$ cat src/rtl/overlay_sched_pkg.sv
// overlay_pkg: shared state encoding and width helpers for the overlay scheduler.
package overlay_pkg;
    typedef enum logic [1:0] {IDLE = 2'd0, RUN = 2'd1, DRAIN = 2'd2} state_t;
    function automatic int id_w(int n);
        return n > 1 ? $clog2(n) : 1;
    endfunction
    function automatic int cnt_w(int d);
        return $clog2(d + 1);
    endfunction
endpackage

$ cat src/rtl/overlay_sched_if.sv
// overlay_sched_if: requester and response bundle between requesters and the scheduler.
interface overlay_sched_if #(
    parameter int N_REQ  = 4,
    parameter int DATA_W = 8
);
    logic [N_REQ-1:0]        req_valid_i;
    logic [N_REQ*DATA_W-1:0] req_data_i;
    logic [N_REQ-1:0]        req_ready_o;
    logic [N_REQ-1:0]        rsp_valid_o;
    logic [DATA_W-1:0]       rsp_data_o;
    logic [N_REQ-1:0]        rsp_ready_i;
    modport master (output req_valid_i, req_data_i, rsp_ready_i, input req_ready_o, rsp_valid_o, rsp_data_o);
    modport slave  (input req_valid_i, req_data_i, rsp_ready_i, output req_ready_o, rsp_valid_o, rsp_data_o);
endinterface

$ cat src/rtl/overlay_sched_rr_arbiter.sv
// rr_arbiter: round-robin one-hot pick starting at ptr, ptr advances past each accepted grant.
module rr_arbiter import overlay_pkg::*; #(
    parameter int N = 4,
    localparam int IW = id_w(N)
) (
    input  logic         clk_i,
    input  logic         rst_ni,
    input  logic [N-1:0] req,
    input  logic         en,
    output logic [N-1:0] gnt
);
    logic [IW-1:0] ptr, nxt, j;
    // scan downward so the candidate closest to ptr is the last one written
    always_comb begin
        gnt = '0;
        nxt = ptr;
        j = '0;
        for (int k = N - 1; k >= 0; k--) begin
            j = IW'((int'(ptr) + k) % N);
            if (req[j]) begin
                gnt = '0;
                gnt[j] = 1'b1;
                nxt = IW'((int'(ptr) + k + 1) % N);
            end
        end
        if (!en) gnt = '0;
    end
    always_ff @(posedge clk_i or negedge rst_ni)
        if (!rst_ni) ptr <= '0;
        else if (en && |req) ptr <= nxt;
endmodule

$ cat src/rtl/overlay_sched.sv
// overlay_sched: shares one DEPTH-stage delay line among N_REQ requesters,
// returning each tagged word on its owner's response port.
module overlay_sched import overlay_pkg::*; #(
    parameter int N_REQ  = 4,
    parameter int DATA_W = 8,
    parameter int DEPTH  = 2,
    localparam int ID_W  = id_w(N_REQ),
    localparam int CNT_W = cnt_w(DEPTH)
) (
    input  logic             clk_i,
    input  logic             rst_ni,
    input  logic             en_i,
    overlay_sched_if.slave   bus,
    output logic             busy_o,
    output logic [CNT_W-1:0] count_o
);
    state_t st;
    logic adv, gok, acc;
    logic [N_REQ-1:0] gnt;
    logic [ID_W-1:0] gid;
    logic [DATA_W-1:0] gdat;
    logic [DEPTH-1:0] vld, vnx;
    logic [ID_W-1:0] ids [DEPTH];
    logic [DATA_W-1:0] dats [DEPTH];
    logic [CNT_W-1:0] cnt_nxt;

    assign adv = !vld[DEPTH-1] || bus.rsp_ready_i[ids[DEPTH-1]];
    assign gok = en_i && adv && st != DRAIN;
    assign acc = |gnt;
    assign bus.req_ready_o = gnt;
    assign bus.rsp_valid_o = vld[DEPTH-1] ? N_REQ'(1) << ids[DEPTH-1] : '0;
    assign bus.rsp_data_o = dats[DEPTH-1];
    assign cnt_nxt = CNT_W'($countones(vnx));

    rr_arbiter #(.N(N_REQ)) u_arb (
        .clk_i (clk_i),
        .rst_ni(rst_ni),
        .req   (bus.req_valid_i),
        .en    (gok),
        .gnt   (gnt)
    );

    always_comb begin
        gid = '0;
        gdat = '0;
        for (int i = 0; i < N_REQ; i++)
            if (gnt[i]) begin
                gid = ID_W'(i);
                gdat = bus.req_data_i[i*DATA_W +: DATA_W];
            end
    end

    for (genvar k = 0; k < DEPTH; k++) begin : g_stg
        logic v_q, v_in;
        logic [ID_W-1:0] id_q, id_in;
        logic [DATA_W-1:0] dat_q, dat_in;
        if (k == 0) begin : g_head
            assign {v_in, id_in, dat_in} = {acc, gid, gdat};
        end else begin : g_body
            assign {v_in, id_in, dat_in} = {vld[k-1], ids[k-1], dats[k-1]};
        end
        assign vnx[k] = adv ? v_in : v_q;
        always_ff @(posedge clk_i or negedge rst_ni)
            if (!rst_ni) {v_q, id_q, dat_q} <= '0;
            else if (adv) {v_q, id_q, dat_q} <= {v_in, id_in, dat_in};
        assign {vld[k], ids[k], dats[k]} = {v_q, id_q, dat_q};
    end

    always_ff @(posedge clk_i or negedge rst_ni)
        if (!rst_ni) begin
            st <= IDLE;
            count_o <= '0;
            busy_o <= 1'b0;
        end else begin
            count_o <= cnt_nxt;
            busy_o <= |vnx;
            unique case (st)
                IDLE:    if (acc) st <= RUN;
                RUN:     if (!en_i) st <= DRAIN;
                         else if (cnt_nxt == '0 && !acc) st <= IDLE;
                DRAIN:   if (cnt_nxt == '0) st <= IDLE;
                default: st <= IDLE;
            endcase
        end
endmodule

$ cat src/flat_wrapper.sv
// flat-port wrapper written by rule: the top's interface ports become plain ports
module overlay_sched_flat import overlay_pkg::*;
#(
    parameter int N_REQ  = 4,
    parameter int DATA_W = 8,
    parameter int DEPTH  = 2,
    localparam int ID_W  = id_w(N_REQ),
    localparam int CNT_W = cnt_w(DEPTH)
)
  (clk_i, rst_ni, en_i, busy_o, count_o, bus_req_valid_i, bus_req_data_i, bus_rsp_ready_i, bus_req_ready_o, bus_rsp_valid_o, bus_rsp_data_o);
  overlay_sched_if #(.N_REQ(N_REQ), .DATA_W(DATA_W)) bus_i ();
  input  logic clk_i;
  input  logic rst_ni;
  input  logic en_i;
  output logic busy_o;
  output logic [CNT_W-1:0] count_o;
  input wire logic [$bits(bus_i.req_valid_i)-1:0] bus_req_valid_i;
  input wire logic [$bits(bus_i.req_data_i)-1:0] bus_req_data_i;
  input wire logic [$bits(bus_i.rsp_ready_i)-1:0] bus_rsp_ready_i;
  output wire logic [$bits(bus_i.req_ready_o)-1:0] bus_req_ready_o;
  output wire logic [$bits(bus_i.rsp_valid_o)-1:0] bus_rsp_valid_o;
  output wire logic [$bits(bus_i.rsp_data_o)-1:0] bus_rsp_data_o;
  assign bus_i.req_valid_i = bus_req_valid_i;
  assign bus_i.req_data_i = bus_req_data_i;
  assign bus_i.rsp_ready_i = bus_rsp_ready_i;
  assign bus_req_ready_o = bus_i.req_ready_o;
  assign bus_rsp_valid_o = bus_i.rsp_valid_o;
  assign bus_rsp_data_o = bus_i.rsp_data_o;
  overlay_sched #(.N_REQ(N_REQ), .DATA_W(DATA_W), .DEPTH(DEPTH)) u_core (.clk_i(clk_i), .rst_ni(rst_ni), .en_i(en_i), .bus(bus_i), .busy_o(busy_o), .count_o(count_o));
endmodule
$ cat config.mk
export PLATFORM = sky130hd
export DESIGN_NAME = overlay_sched_flat
export DESIGN_NICKNAME = d
export VERILOG_FILES = /design/src/rtl/overlay_sched_pkg.sv /design/src/rtl/overlay_sched_if.sv /design/src/rtl/overlay_sched_rr_arbiter.sv /design/src/rtl/overlay_sched.sv /design/src/flat_wrapper.sv
export SDC_FILE = /design/constraint.sdc
export NUM_CORES = 1
export LEC_CHECK = 0
export CAP_MARGIN = 20
export CORE_MARGIN = 4
export CORE_UTILIZATION = 45
export CTS_BUF_LIST = sky130_fd_sc_hd__clkbuf_16
export CTS_CLUSTER_SIZE = 10
export DETAILED_ROUTE_END_ITERATION = 10
export MAX_ROUTING_LAYER = met4
export PLACE_DENSITY = 0.8
export SETUP_SLACK_MARGIN = 0.5
export SLEW_MARGIN = 20
export SYNTH_ARGS = -nofsm -noshare
export SYNTH_HDL_FRONTEND = slang
export SYNTH_SLANG_ARGS = --single-unit
$ cat constraint.sdc
create_clock -name clk_i -period 4.8 [get_ports clk_i]
set_clock_uncertainty 0.15 [all_clocks]
set_input_delay 0.96 -clock clk_i [delete_from_list [all_inputs] [get_ports clk_i]]
set_output_delay 0.96 -clock clk_i [all_outputs]
set_load 0.01 [all_outputs]
==> reports/metrics.cfg <==
[run_status]
status = complete, no violations

[sta]
finalCritPeriodShare_pct = 85.73
drv_slew = 0
setup_slack_ns = 0.6849
fmax_mhz = 243.0
worst_slew_pin_slew_ns = 0.5560
hold_viol_final = 0
fin_crit_ns = 4.115
setup_viol_count_final = 0
rsz0062_at_grt = no
setup_tns_ns = 0
holdWs_ns = 0.3349
slew_headroom_pct = 62.59

[routing]
firstDrtPassIters = 6
ant_nets = 0
routedWlPerCell_um = 15.92
drcViolationCount = 0
drt-initial-drc-count = 76
vias_per_cell = 5.485
vias = 1607
route.final.wire_length_um = 4665

[setup_path]
crit_cells = 7
worstReg2RegEnd = u_core.st[0]
cp_max_fo = 6
cp_common_cell = dlygate4sd2_1
path_cells = dlygate4sd2_1 > mux4_2 > buf_4 > mux2i_1 > a222oi_1 > and2_1 > dlygate4sd2_1
endpoint = bus_req_ready_o[3]
cp.arrival_ns = 3.01
rrSetupSlack_ns = 1.10
start_kind = input port
cp_data_required_time_ns = 3.69
cpLargestDelayFamily = buffers and inverters
critical_path_buf_inv_count = 3
cp-end-kind = output pin
r2r-start = u_core.u_arb.ptr[0]
cp_slowest_cell = mux4_2
critPathKind = in2out
reg2reg_depth = 14
setup.worst_path.start = bus_req_valid_i[1]
max_stage_delay_ns = 0.54

[die]
coreArea_um2 = 3744
initial_core_util_pct = 47.39
rows = 22
die_h_um = 70.79
dieArea_um2 = 5011
ios = 62
die_w_um = 70.79

[global_route]
grt_pass1_wl_um = 7741
first_global_vias = 1642
track_usage_pct = 19.95
antenna_found_initial = 0
grt_max_degree = 30
overflow = 0

[yosys]
synthTopCellsByArea = dfrtp_1 (41%), ha_1 (6.3%), mux2_2 (5.7%), a221oi_1 (3.9%), mux2i_1 (3.9%)
synth-simple-area-share_pct = 13.61
synth_edf_count = 0
syn_nets = 217
ys.flop_type = dfrtp_1
yosysTopAreaCellShare_pct = 40.90
ys_types = 39
synth_mux_area_share_pct = 13.47
synthAdderAreaFrac_pct = 6.347
synth_compound_area_share_pct = 19.75
ys_seq_area_share_pct = 40.90
synthXorXnorAreaFrac_pct = 0.4937
ys_warn_count = 0
synth_largest_area_cell = dfrtp_1
synthCells = 165
syn_area_um2 = 1774
synth-seq-cells = 29
synthArstFlopShare_pct = 100.0
synth_top_family_by_area = compound AO/OA/AOI/OAI gates
avgSynthCellArea_um2 = 10.75

[clocking]
cts_tree = built
h-tree-depth = 2
clk_path_buf_depth = 2
hold_buffers = 0
cts_root_buf = clkbuf_16
clk_pin_slew_ns = 0.05
clkLatencyLatePin_ns = 0.27
cts_sinks = 29
cts_made_buffers = 5

[power]
p_leak_nw = 1.214
p_int_w = 0.001107
p_sw_w = 0.0007006
seqPwrFrac_pct = 23.6
vdd_drop_max_v = 0.0003369
switching_share_pct = 38.75
combPwrFrac_pct = 60.2
powerDensity_nw_per_um2 = 672.7
power_frac_clock_pct = 16.2

[layout]
stdcell_count = 293
drive_gt1_share_pct = 18.78
diodes = 0
fin_util_pct = 71.79
syn_to_final_growth_pct = 51.48
fin_nets = 296

[min_path]
hold_path.class = reg2reg

[placement]
port_buffers = 61
place_inst = 272
dp_hpwl_um = 3322
gp_congestion = 0.9403
pre_cts_ws_ns = 0.2357

[flow_run]
drv_cap = 0

## synth_stat cells, drive strengths merged (4+ instances only)
library cell / number
nor2b: 6
a22o: 4
dfrtp: 29
mux2: 9
nor3: 4
a22oi: 7
ha: 9
o21ai: 4
o31ai: 7
buf: 5
nor2: 11
mux2i: 7
inv: 10
a221oi: 8
nand2: 8
## flip-flops by register name (all words and copies together) (netlist names)
signal and cells:
u_core.count_o 2, u_core.g_stg.v_q 2, u_core.bus.rsp_data_o 8, u_core.st 2, u_core.busy_o 1, u_core.u_arb.ptr 2, u_core.g_stg.id_q 4, u_core.g_stg.dat_q 8
## metrics by stage
step                cell area [um^2]  power [W]
global placement                2435   0.001372
global route                    2688   0.001938
finish                          2688   0.001808
floorplan                       1774   0.001080
detailed placement              2435   0.001384
CTS                             2655   0.001769
## power by group through the flow
stage                     logic (W)  registers (W)  clock network, W
final                       0.00109       0.000426          0.000293
after detailed placement   0.000954       0.000429                 0
after global placement     0.000946       0.000426                 0
after floorplan            0.000657       0.000422                 0
after CTS                   0.00104       0.000427          0.000299
after global routing        0.00118       0.000442          0.000313
## layout make-up
cell class              instances  area (um^2)
flip-flops and latches         29        725.7
clock inverters                 3        17.52
repair buffers                 80        747.0
fillers                       277         1056
multi-input cells             117        970.9
well taps                      48        60.06
clock buffers                   5        125.1
inverters                      11        41.29
## cells in the final DEF, fill, tap and decap left out, types with 2 or more instances in the layout
cell type        count
dlygate4sd2_1        7
nor4_1               2
nor2_1              10
and2b_1              2
a221oi_1             8
a222oi_1             2
nand2_1              7
a21oi_1              3
o21ai_0              3
dfrtp_1             29
mux2_2               9
inv_1                9
nand2b_1             3
o211a_1              2
nor2b_1              5
a221o_1              2
o31ai_1              7
mux4_2               3
clkbuf_16            5
ha_1                 9
a22o_1               4
a22oi_1              7
clkdlybuf4s50_1     53
nor3_1               4
and2_1               3
clkinv_2             2
mux2i_1              7
buf_4               19
o22ai_1              2
## what timing repair did
item / 4_1_cts / 5_1_grt
setup endpoints to repair: 4 / 2
setup buffers: 9 / 4
pin swaps: 3 / 2
gates resized for setup: 13 / 1
## tightest hold or removal path, delay by kind of cell (launching register included)
kind             cells  cell delay, ns
flip-flops           1            0.34
AND/OR/NAND/NOR      2            0.11
## worst min path at each step
stage                                 start                      end  slack (ns)  cells after the start
floorplan           u_core.g_stg[0].id_q[1]  u_core.g_stg[0].id_q[1]        0.29                      2
global placement    u_core.g_stg[0].id_q[1]  u_core.g_stg[0].id_q[1]        0.31                      2
detailed placement  u_core.g_stg[0].id_q[1]  u_core.g_stg[0].id_q[1]        0.33                      2
CTS                 u_core.g_stg[0].id_q[1]  u_core.g_stg[0].id_q[1]        0.34                      2
global route        u_core.g_stg[0].id_q[0]  u_core.g_stg[0].id_q[0]        0.37                      1
finish              u_core.g_stg[0].id_q[1]  u_core.g_stg[0].id_q[1]        0.33                      2
## routing by layer
layer  global-route usage [%]  up-vias  routed length [um]
met5                        -        -                   0
met4                    7.516        0                  89
met3                    4.545        9                 214
met2                    32.34       52                2417
met1                    24.24      768                1945
li1                         -      778                   -
## cell families after synthesis
group / after synthesis
DFF: 29
AOI/OAI and AO/OA: 45
buffers and inverters: 19
adders and majority gates: 9
xor gates and xnor gates: 1
and+or+nand+nor: 43
muxes: 19
Note: power is estimated with default switching activity, not from simulation.
